[config.mk]
export PLATFORM = sky130hd
export DESIGN_NAME = mantissa_sub_normalize
export DESIGN_NICKNAME = d
export VERILOG_FILES = /design/src/rtl/mantissa_sub_normalize.sv
export SDC_FILE = /design/constraint.sdc
export NUM_CORES = 1
export LEC_CHECK = 0
export CORE_UTILIZATION = 35
export DETAILED_ROUTE_END_ITERATION = 8
export MAX_ROUTING_LAYER = met4
export SLEW_MARGIN = 20
export SYNTH_ARGS = -nofsm -noshare
export SYNTH_HDL_FRONTEND = slang
export SYNTH_SLANG_ARGS = --single-unit
[constraint.sdc]
create_clock -name clk -period 3.2 [get_ports clk]
set_input_delay 0.48 -clock clk [delete_from_list [all_inputs] [get_ports clk]]
set_output_delay 0.48 -clock clk [all_outputs]
set_load 0.005 [all_outputs]
[src/rtl/mantissa_sub_normalize.sv]
// Three-stage effective-subtraction mantissa path: subtract with sign fix-up,
// leading-zero count, then renormalize with exponent adjust / underflow flush.
module mantissa_sub_normalize #(
  parameter int MW  = 24,
  parameter int EW  = 8,
  parameter int LZW = 5
) (
  input  logic          clk,
  input  logic          reset,
  input  logic          in_valid,
  input  logic [MW-1:0] i1,
  input  logic [MW-1:0] i2,
  input  logic [EW-1:0] exp_in,
  input  logic          sign_in,
  output logic          out_valid,
  output logic [MW-1:0] diff,
  output logic [EW-1:0] exp_out,
  output logic          sign_out,
  output logic          zero,
  output logic          underflow
);

  logic [MW:0]    subFull;
  logic           s1Valid_q, s1Neg_q, s1Sign_q;
  logic [MW-1:0]  s1Diff_q;
  logic [EW-1:0]  s1Exp_q;

  logic [MW-1:0]  mag_d;
  logic [LZW-1:0] lz_d;
  logic           lzFound;
  logic           s2Valid_q, s2Sign_q;
  logic [MW-1:0]  s2Mag_q;
  logic [LZW-1:0] s2Lz_q;
  logic [EW-1:0]  s2Exp_q;

  logic [EW:0]    expWide, lzWide, expDiff;
  logic [MW-1:0]  diff_d;
  logic [EW-1:0]  expOut_d;
  logic           signOut_d, zero_d, underflow_d;
  logic           outValid_q, signOut_q, zero_q, underflow_q;
  logic [MW-1:0]  diff_q;
  logic [EW-1:0]  expOut_q;

  // Top bit of the MW+1-bit result is the carry-out; no carry means i1 < i2.
  assign subFull = {1'b0, i1} + {1'b0, ~i2} + (MW+1)'(1);

  always_ff @(posedge clk) begin
    if (reset) begin
      s1Valid_q <= 1'b0;
      s1Diff_q  <= '0;
      s1Neg_q   <= 1'b0;
      s1Exp_q   <= '0;
      s1Sign_q  <= 1'b0;
    end else begin
      s1Valid_q <= in_valid;
      if (in_valid) begin
        s1Diff_q <= subFull[MW-1:0];
        s1Neg_q  <= ~subFull[MW];
        s1Exp_q  <= exp_in;
        s1Sign_q <= sign_in;
      end
    end
  end

  assign mag_d = s1Neg_q ? (~s1Diff_q + MW'(1)) : s1Diff_q;

  always_comb begin
    lz_d    = LZW'(MW);
    lzFound = 1'b0;
    for (int i = MW - 1; i >= 0; i--) begin
      if (!lzFound && mag_d[i]) begin
        lz_d    = LZW'(MW - 1 - i);
        lzFound = 1'b1;
      end
    end
  end

  always_ff @(posedge clk) begin
    if (reset) begin
      s2Valid_q <= 1'b0;
      s2Mag_q   <= '0;
      s2Lz_q    <= '0;
      s2Sign_q  <= 1'b0;
      s2Exp_q   <= '0;
    end else begin
      s2Valid_q <= s1Valid_q;
      if (s1Valid_q) begin
        s2Mag_q  <= mag_d;
        s2Lz_q   <= lz_d;
        s2Sign_q <= s1Sign_q ^ s1Neg_q;
        s2Exp_q  <= s1Exp_q;
      end
    end
  end

  // exp - lz at EW+1 bits: a set top bit or a zero result both mean lz >= exp.
  assign expWide = {1'b0, s2Exp_q};
  assign lzWide  = {{(EW + 1 - LZW){1'b0}}, s2Lz_q};
  assign expDiff = expWide - lzWide;

  always_comb begin
    diff_d      = '0;
    expOut_d    = '0;
    signOut_d   = 1'b0;
    zero_d      = 1'b0;
    underflow_d = 1'b0;
    if (s2Mag_q == '0) begin
      zero_d = 1'b1;
    end else if (expDiff[EW] || (expDiff == '0)) begin
      signOut_d   = s2Sign_q;
      underflow_d = 1'b1;
    end else begin
      diff_d    = s2Mag_q << s2Lz_q;
      expOut_d  = expDiff[EW-1:0];
      signOut_d = s2Sign_q;
    end
  end

  always_ff @(posedge clk) begin
    if (reset) begin
      outValid_q  <= 1'b0;
      diff_q      <= '0;
      expOut_q    <= '0;
      signOut_q   <= 1'b0;
      zero_q      <= 1'b0;
      underflow_q <= 1'b0;
    end else begin
      outValid_q <= s2Valid_q;
      if (s2Valid_q) begin
        diff_q      <= diff_d;
        expOut_q    <= expOut_d;
        signOut_q   <= signOut_d;
        zero_q      <= zero_d;
        underflow_q <= underflow_d;
      end
    end
  end

  assign out_valid = outValid_q;
  assign diff      = diff_q;
  assign exp_out   = expOut_q;
  assign sign_out  = signOut_q;
  assign zero      = zero_q;
  assign underflow = underflow_q;

endmodule

== Word level (Yosys, flattened, before mapping) ==
Cells that the tools add are included.
Cells by class
  bitwise logic cells: 4
  mux-type cells: 56
  add/subtract/negate cells: 4
  reduce and logical (&&, ||, !) cells: 49
  shift operators: 1
Operator list (number)
  $mux W5: 24
  $mux W24: 3
  $not A24 Y24: 2
  $mux W1: 27
  $add A24 B24 Y25: 1
  $add A25 B1 Y25 const B: 1
  $add A24 B1 Y24 const B: 1
  $logic_not A24 Y1: 1
  $shl A24 B5 Y24: 1
  $logic_and A1 B1 Y1: 23
  $logic_not A1 Y1: 23
  $mux W8: 2
  $logic_not A9 Y1: 1
  $sub A8 B5 Y9: 1
  $logic_or A1 B1 Y1: 1
  $not A1 Y1: 1
  $xor A1 B1 Y1: 1
Word-level totals
  bits of input ports: 60
  register bits after elaboration: 110

== Longest topological paths before layout ==
Gate-level depths: netlist (run 1).
  word-level depth: 73
  depth in mapped cells: 13
  depth with buffers taken out: 12

== Worst setup path after synthesis (run 1) ==
OpenSTA, ideal clock, no wires.
  kind: flip-flop to flip-flop
  start point: register s2Lz_q[1]
  end point: register diff_q[10], in the netlist diff[10]
  arrival: 3.284 ns
  stages on the path, launching flop included: 14
  clock period less this slack: 3.413 ns
  setup time: 0.129 ns
  setup slack: -0.213 ns
  cells stage by stage: dfxtp_1 clkbuf_1 clkbuf_1 inv_1 fa_1 a21o_1 a21oi_1 xnor2_1 o211ai_1 a21o_1 a211o_1 nand3_1 clkbuf_1 o21ai_0
On the way
  word-level cells in the longest chain between the ends: 5
RTL lines
  start, declared: line 33  | logic [LZW-1:0] s2Lz_q;
  start signal, assigned: line 89  | s2Lz_q <= lz_d;
  $sub A8 B5 Y9: line 99  | assign expDiff = expWide - lzWide;
  $logic_not A9 Y1: line 109  | end else if (expDiff[EW] || (expDiff == '0)) begin
  $logic_or A1 B1 Y1: line 109
  $mux W24 (*): line 109
  $mux W24 (*): line 107  | if (s2Mag_q == '0) begin
  end signal, assigned: line 130  | diff_q <= diff_d;
  end, declared: line 41  | logic [MW-1:0] diff_q;
Every way passes the cells marked *; elsewhere a longest branch is shown, timed or not.
A chain may end at the register's enable or synchronous reset.

== Worst setup path after layout (run 1) ==
  start point: register s1Diff_q[15]
  end point: register s2Lz_q[2]
On the way
  word-level cells in the longest chain between the ends: 73
RTL lines
  start, declared: line 25  | logic [MW-1:0] s1Diff_q;
  start signal, assigned: line 57  | s1Diff_q <= subFull[MW-1:0];
  $not A24 Y24: line 65  | assign mag_d = s1Neg_q ? (~s1Diff_q + MW'(1)) : s1Diff_q;
  $add A24 B1 Y24: line 65
  $mux W24 (*): line 65
  $mux W1: line 71  | if (!lzFound && mag_d[i]) begin
  $logic_not A1 Y1: line 71
  $logic_and A1 B1 Y1: line 71
  $mux W1: line 71
  $logic_not A1 Y1: line 71
  [... 57 more ...]
  $logic_and A1 B1 Y1: line 71
  $mux W1: line 71
  $logic_not A1 Y1: line 71
  $logic_and A1 B1 Y1: line 71
  $mux W1: line 71
  $logic_not A1 Y1: line 71
  $logic_and A1 B1 Y1: line 71
  $mux W5 (*): line 71
Marked as above.

==> impl_metrics.tcl, run 1 <==
set metrics [dict create \
    yosys.area_share.xor_xnor 0.0465 \
    synth_edf_count 0 \
    n_antenna_cell 0 \
    fin_total_pwr_uw 4160 \
    final_area_um2 9520 \
    maxSlewHeadroom 0.494 \
    first_iter_violations 376 \
    leakagePower_uw 0.00380 \
    synth_top_family_by_area "simple AND/OR/NAND/NOR gates" \
    antenna_found_initial 0 \
    hold_viol_final 0 \
    fin_crit_ns 3.02 \
    firstDrtPassIters 4 \
    numCtsBuffers 9 \
    dieArea_um2 22100 \
    grt_max_degree 61 \
    cp_slowest_stage_delay_ns 0.56 \
    setup_viol 0 \
    critical_path.slowest_cell "or4_1" \
    fillers 2118 \
    synth_area_leaders "dfxtp_1 29%, mux2i_1 8.4%, nor2_1 6.1%" \
    fmax_mhz 331 \
    fp.dieW_um 149 \
    rows 53 \
    synthAdderAreaFrac 0.0551 \
    startpoint_type "register" \
    ir_worst_vdd_mv 0.229 \
    path_clk_slew_ns 0.08 \
    overflow 0 \
    grt_pass1_wl_um 30600 \
    placeableCoreArea_um2 21100 \
    critPathArrivalTime_ns 3.24 \
    cts.htree.levels 3 \
    end_kind "register" \
    wl_per_cell_um 13.6 \
    cts_hold_buf 0 \
    viasPerCell 5.13 \
    place_congestion 0.838 \
    ant_nets 0 \
    synthesis.area_um2 7540 \
    fin_tns_setup_ns 0 \
    drc_errors 0 \
    clock-sinks 110 \
    wirelength_um 18000 \
    fin_skew_ns 0.0129 \
    synthArstFlopShare 0 \
    syn2layout_area_growth_pct 26.3 \
    worst_slew_pin_slew_ns 0.759 \
    grt_usage 0.174 \
    clkLatencyLatePin_ns 0.36 \
    synth_nets 1005 \
    nets 1130 \
    yosys.area_share.simple 0.213 \
    synth.distinct_cells 84 \
    netlist_top_cells_count "122 x nor2_1, 110 x dfxtp_1, 71 x nand2_1, 63 x mux2i_1, 45 x inv_1" \
    multi_input_comb_area_um2 4960 \
    worstPathRequired_ns 3.42 \
    start_util 0.358 \
    path_class "reg2reg" \
    maxCapViolCount 0 \
    placed_cell_area_um2 9100 \
    cp_max_fo 6 \
    yosys.area.top_type "dfxtp_1" \
    yosysMostFrequentCell "nor2_1" \
    synth_cells 913 \
    yosysTopAreaCellShare 0.292 \
    grt_pass1_vias 6251 \
    min_path_type "reg2reg" \
    synth_mux_area_frac 0.121 \
    cts_tree "yes" \
    synth_warnings 0 \
    ys.flop_type "dfxtp_1" \
    status "complete, no violations" \
    clk_path_buf_depth 2 \
    clockRootBuffer "clkbuf_16" \
    synth_area_per_cell_um2 8.26 \
    layout-drive-gt1-share 0.143 \
    slew_viol_final 0 \
    pin_count 96 \
    num_vias 6763 \
    ys_seq_elements 110 \
    synth-compound-area-share 0.210 \
    chipHeight_um 149 \
    ys_seq_area_frac 0.292 \
    power.density_nw_per_um2 437 \
    crit_path_cell_trace "or3_4, or4_1, or2_1, o2111a_1, o311ai_4, o31ai_1, a31oi_1, a41oi_1" \
    dp_hpwl_um 13800 \
    register_area_um2 2200 \
    period_share 0.944 \
    numPortBuffers 95 \
    grt_setup_unrepaired "no" \
]
-- logic make-up (layout without fill, tap and decap cells) --
family,after synthesis,count (layout)
buffers and inverters,106,236
adders and majority gates,32,32
xor gates and xnor gates,37,37
and+or+nand+nor,324,324
DFF,110,110
muxes,80,80
AOI/OAI and AO/OA,224,224
-- power by group --
| group | switching (µW) | internal [µW] |
|---|---|---|
| registers | 108 | 1460 |
| clock network | 565 | 571 |
| logic | 755 | 709 |
| total | 1430 | 2740 |
-- stage by stage --
step | cells | setup WS, ns | utilization | hold slack [ns]
2_1_floorplan | 913 | 0.0684 | - | 0.449
3_3_place_gp | 1298 | -0.498 | 0.432 | 0.435
3_5_place_dp | 1298 | -0.553 | 0.432 | 0.442
4_1_cts | 1315 | -0.0117 | 0.447 | 0.459
5_1_grt | 1318 | 0.0313 | 0.452 | 0.485
6_report | 1318 | 0.179 | 0.452 | 0.455
-- final cells by class --
class / instances / share of cell area
repair buffers: 172 / 0.161
clock inverters: 6 / 0.00644
clock buffers: 10 / 0.0251
well taps: 275 / 0.0361
flip-flops and latches: 110 / 0.231
multi-input cells: 697 / 0.521
inverters: 48 / 0.0189
-- per-layer routing --
metal	track usage	part of all wire
met1	0.232	0.50
met2	0.278	0.45
met3	0.0180	0.030
met4	0.0480	0.013
met5	-	0
-- critical path, delay by kind of cell, from the launching register on --
| family | cells | cell delay (ns) |
|---|---|---|
| AO/OA/AOI/OAI | 5 | 1.29 |
| AND/OR/NAND/NOR | 3 | 1.23 |
| flip-flops | 1 | 0.36 |
-- registers in the layout (all words and copies together) (netlist names) --
register	count
s1Exp_q	8
sign_out	1
s1Sign_q	1
s1Diff_q	24
out_valid	1
s2Lz_q	5
zero	1
s1Neg_q	1
diff	24
s2Valid_q	1
s1Valid_q	1
s2Sign_q	1
s2Exp_q	8
underflow	1
exp_out	8
s2Mag_q	24
-- final timing paths --
| path | startpoint | cells after the start | endpoint | slack, ns |
|---|---|---|---|---|
| min reg2reg | diff[15] | 2 | diff[15] | 0.45 |
| max | s1Diff_q[15] | 8 | s2Lz_q[2] | 0.18 |
| min | diff[15] | 2 | diff[15] | 0.45 |
| max reg2reg | s1Diff_q[15] | 8 | s2Lz_q[2] | 0.18 |
-- cells in the final DEF, fill, tap and decap left out, types with 4 or more instances in the layout --
master / instances
ha_1: 29
inv_1: 44
mux2i_1: 63
o21a_1: 8
mux2_2: 9
or4_1: 5
nor3b_1: 10
a211oi_1: 26
dfxtp_1: 109
clkbuf_16: 9
xor2_1: 17
a31oi_1: 6
and3_1: 9
a22o_1: 9
nor4_1: 8
o211ai_1: 4
o31ai_1: 20
mux4_2: 8
nor2_1: 121
clkdlybuf4s50_1: 91
a41oi_1: 6
xnor2_1: 18
nor3_1: 18
and2_1: 8
o22ai_1: 9
nor2b_1: 13
a211o_1: 5
nand2b_1: 7
nand3_1: 12
buf_4: 76
nand4_1: 10
o21ai_0: 38
a21o_1: 9
nand2_1: 71
a21oi_1: 43
-- repair_timing --
action,in CTS,in global routing
setup buffers,1,3
hold endpoints to repair,0,0
resized for setup,4,17
gates cloned,0,0
setup endpoints to repair,2,7
pin swaps,1,8
(Power assumes the default switching activity.)
==> run 2, diff against run 1 <==
CELL_PAD_IN_SITES_DETAIL_PLACEMENT = 1   (was not set)
CELL_PAD_IN_SITES_GLOBAL_PLACEMENT = 2   (was not set)
CORE_UTILIZATION = 30   (was 35)
PLACE_DENSITY_LB_ADDON = 0.1   (was not set)
==> impl_metrics.tcl, run 2 (synthesized netlist as in run 1, its figures left out) <==
set metrics [dict create \
    critical_path.slowest_cell "or4_1" \
    grt_pass1_vias 7054 \
    place_congestion 0.794 \
    n_antenna_cell 0 \
    final_common_cell "nor2_1" \
    setup_viol 0 \
    period_share 0.957 \
    start_util 0.308 \
    crit_top_cell "buf_4" \
    crit_path_cell_trace "clkdlybuf4s50_1, ha_2, fa_2, nor2b_2, o2111ai_2, and4_4, o31ai_2, buf_4, a21boi_2, buf_4, o21bai_4, a21oi_1, or4_1" \
    r2r-start "s1Diff_q[8]" \
    holdPathEnd "diff[14]" \
    power.density_nw_per_um2 444 \
    antenna_found_initial 0 \
    path_clk_slew_ns 0.08 \
    placeableCoreArea_um2 24500 \
    pin_count 96 \
    p_int_uw 2780 \
    viasPerCell 5.06 \
    dieArea_um2 25800 \
    final_cell_mix "121 x nor2_1, 109 x dfxtp_1, 99 x buf_4" \
    fin_tns_setup_ns 0 \
    cts.htree.levels 3 \
    worst_slew_pin_slew_ns 0.607 \
    hold_path.startpoint "diff[14]" \
    worstPathRequired_ns 3.44 \
    end_kind "register" \
    p_clk_frac 0.275 \
    fin_util 0.399 \
    clockRootBuffer "clkbuf_16" \
    min_path_type "reg2reg" \
    drc_errors 0 \
    clkLatencyLatePin_ns 0.37 \
    rows 57 \
    leakagePower_uw 0.00389 \
    layout-drive-gt1-share 0.169 \
    switchingPower_uw 1560 \
    clock-sinks 110 \
    pwr-share-comb 0.367 \
    syn2layout_area_growth_pct 29.5 \
    seqPwrFrac 0.358 \
    hold_path_depth 2 \
    overflow 0 \
    grt_pass1_wl_um 36600 \
    maxSlewHeadroom 0.596 \
    status "complete, no violations" \
    cp_slowest_stage_delay_ns 0.50 \
    ir_worst_vdd_mv 0.251 \
    fillers 2905 \
    slew_viol_final 0 \
    critPathArrivalTime_ns 3.31 \
    fp.dieW_um 161 \
    startpoint_type "primary input" \
    first_iter_violations 244 \
    path_class "in2reg" \
    numPortBuffers 95 \
    grt_max_degree 42 \
    clk_path_buf_depth 2 \
    r2r_end "s2Lz_q[0]" \
    wl_per_cell_um 15.6 \
    cp_max_fo 2 \
    fmax_mhz 326 \
    ff2ff_path_depth 9 \
    ant_nets 0 \
    firstDrtPassIters 4 \
    num_vias 7030 \
    numCtsBuffers 9 \
    grt_usage 0.178 \
    critical-path-top-delay-family "simple AND/OR/NAND/NOR gates" \
    nets 1152 \
    fin_crit_ns 3.06 \
    r2r_slack_ns 0.18 \
    chipHeight_um 161 \
    hold_viol_final 0 \
    fin_skew_ns 0.0120 \
    cts_tree "yes" \
    switching_share 0.358 \
    cts_hold_buf 0 \
    dp_hpwl_um 16900 \
    cp_num_buf_inv 3 \
    wirelength_um 21700 \
    maxCapViolCount 0 \
]
-- run 2: worst min-delay path, cell delays in order, from the launching register on --
cell and delay (ns):
dfxtp_1 0.33, nand2_1 0.04, o21ai_0 0.05
-- run 2: how the worst max path moves through the flow --
stage	endpoint	from	depth (start not counted)
floorplan	s1Diff_q[22]	i1[0]	11
global placement	s1Diff_q[20]	i1[0]	14
detailed placement	s1Diff_q[20]	i1[0]	14
CTS	s1Diff_q[20]	i2[0]	13
global route	s2Lz_q[0]	s1Diff_q[0]	10
finish	s1Diff_q[20]	i2[0]	13
-- run 2: final cells by class --
type	count	area, µm²	share of cell area
clock buffers	9	225	0.0231
clock inverters	7	87.6	0.00897
inverters	48	180	0.0184
multi-input cells	697	4980	0.510
flip-flops and latches	110	2200	0.226
well taps	324	405	0.0415
repair buffers	194	1680	0.172
-- run 2: power groups by stage --
stage | sequential, µW | clock (µW) | combinational [µW]
final | 1550 | 1190 | 1590
after detailed placement | 1580 | 0 | 1540
after floorplan | 1550 | 0 | 1010
after global placement | 1580 | 0 | 1520
after CTS | 1550 | 1240 | 1560
after global routing | 1570 | 1290 | 1770
-- run 2: per-layer routing --
| metal | share of wire | up-vias | global-route usage |
|---|---|---|---|
| met5 | 0 | - | - |
| met4 | 0.022 | 0 | 0.0602 |
| met3 | 0.020 | 28 | 0.0168 |
| met2 | 0.47 | 102 | 0.290 |
| met1 | 0.48 | 3296 | 0.231 |
| li1 | - | 3604 | - |
-- run 2: stage by stage --
step | power (µW) | hold WS, ns | area [µm²] | worst slack (ns) | std cells
final | 4340 | 0.455 | 9770 | 0.137 | 1389
after global routing | 4640 | 0.489 | 9770 | -0.0248 | 1389
after CTS | 4350 | 0.465 | 9650 | 0.0485 | 1383
after detailed placement | 3120 | 0.444 | 9280 | -0.618 | 1364
after global placement | 3100 | 0.436 | 9280 | -0.591 | 1364
after floorplan | 2560 | 0.449 | 7540 | 0.0684 | 913
-- run 2: timing repair --
| item | 4_1_cts | 5_1_grt |
|---|---|---|
| buffers inserted | 3 | 6 |
| resized for setup | 11 | 15 |
| pin swaps | 8 | 6 |
| setup endpoints to repair | 3 | 8 |
==> run 3, diff against run 2 <==
RECOVER_POWER = 25   (was not set)
==> impl_metrics.tcl, run 3 (synthesized netlist as in run 1, its figures left out) <==
set metrics [dict create \
    status "finished, violations left" \
    violations "max-capacitance violations, max-slew violations" \
    routed.top_layer "met4" \
    maxSlewHeadroom -0.161 \
    power.density_nw_per_um2 445 \
    pin_count 96 \
    fin_skew_ns 0.0120 \
    grt_pass1_vias 7054 \
    cp_max_fo 2 \
    grt_pass1_wl_um 36600 \
    overflow 0 \
    firstDrtPassIters 4 \
    clockRootBuffer "clkbuf_16" \
    syn2layout_area_growth_pct 29.4 \
    hold_viol_final 0 \
    slew_viol_final 41 \
    period_share 0.957 \
    wirelength_um 21700 \
    ant_nets 0 \
    dpl.cell_count 1364 \
    layout-drive-gt1-share 0.165 \
    antenna_found_initial 0 \
    cts.htree.levels 3 \
    first_iter_violations 245 \
    numCtsBuffers 9 \
    chipHeight_um 161 \
    grt_max_degree 42 \
    min_path_type "reg2reg" \
    met1Wirelength_um 10500 \
    maxCapViolCount 1 \
    setup_viol 0 \
    fillers 2909 \
    dp_hpwl_um 16900 \
    leakagePower_uw 0.00391 \
    clkLatencyLatePin_ns 0.37 \
    cts_hold_buf 0 \
    wl_met2_um 10300 \
    cts_tree "yes" \
    n_antenna_cell 0 \
    placeableCoreArea_um2 24500 \
    path_class "in2reg" \
    drc_errors 0 \
    numPortBuffers 95 \
    fin_hold_ws_ns 0.450 \
    worst_slew_pin_slew_ns 1.74 \
    worstPathRequired_ns 3.44 \
    nets 1152 \
    start_util 0.308 \
    clk_path_buf_depth 2 \
    grt_usage 0.178 \
    fin_cells 1389 \
    wl_met3_um 459 \
    critPathArrivalTime_ns 3.31 \
    num_vias 7033 \
    ir_worst_vdd_mv 0.251 \
    path_clk_slew_ns 0.08 \
    fin_crit_ns 3.06 \
    rows 57 \
    clock-sinks 110 \
    fmax_mhz 326 \
    final_cell_mix "121 x nor2_1, 110 x dfxtp_1, 96 x buf_4" \
    final_common_cell "nor2_1" \
    dieArea_um2 25800 \
    viasPerCell 5.06 \
    startpoint_type "primary input" \
    end_kind "register" \
    fp.dieW_um 161 \
    place_congestion 0.794 \
    wl_per_cell_um 15.6 \
]
## run 3: cell types whose count changed in the layout (fill, tap and decap cells not counted), sizes merged
cell,delta
dlygate4sd3,+8
clkdlybuf4s50,-8
clkbuf,+4
buf,-4
## run 3: final cells by class
cell class,count,area (µm²),area share
Timing Repair Buffer,194,1670,0.171
Tap cell,324,405,0.0416
Clock buffer,9,225,0.0231
Multi-Input combinational cell,697,4980,0.511
Sequential cell,110,2200,0.226
Inverter,48,180,0.0185
Clock inverter,7,87.6,0.00898
## run 3: timing repair
item / 4_1_cts / 5_1_grt
setup buffers: 3 / 6
endpoints found under the setup margin: 3 / 8
pin swaps: 8 / 6
gates resized for setup: 11 / 15
## run 3: report_power, final
group / internal (µW) / switching, µW
logic: 764 / 826
clock network: 564 / 630
registers: 1460 / 98.6
## run 3: worst paths after layout
check,start,to,slack (ns),cells past startpoint
max,i2[0],s1Diff_q[20],0.14,13
min,diff[14],diff[14],0.45,2
max reg2reg,s1Diff_q[8],s2Lz_q[0],0.19,9
min reg2reg,diff[14],diff[14],0.45,2
## run 3: worst max-delay path: stages
cell,delay (ns)
clkdlybuf4s50_1,0.41
ha_2,0.20
fa_2,0.40
nor2b_2,0.15
o2111ai_2,0.16
and4_4,0.23
o31ai_2,0.20
buf_4,0.16
a21boi_2,0.07
buf_4,0.15
o21bai_4,0.12
a21oi_1,0.07
or4_1,0.50
## run 3: per-layer routing
| metal | vias to the layer above | GRT usage |
|---|---|---|
| met5 | - | - |
| met4 | 0 | 0.0602 |
| met3 | 28 | 0.0168 |
| met2 | 106 | 0.290 |
| met1 | 3295 | 0.231 |
| li1 | 3604 | - |
## run 3: through the flow
step	worst slack (ns)	area, µm²	utilization	power [µW]	setup TNS, ns
6_report	0.136	9750	0.399	4340	0
5_1_grt	-0.0249	9750	0.399	4640	-0.0249
4_1_cts	0.0485	9650	0.394	4350	0
3_5_place_dp	-0.618	9280	0.379	3120	-2.46
3_3_place_gp	-0.591	9280	0.379	3100	-2.35
2_1_floorplan	0.0684	7540	-	2560	0
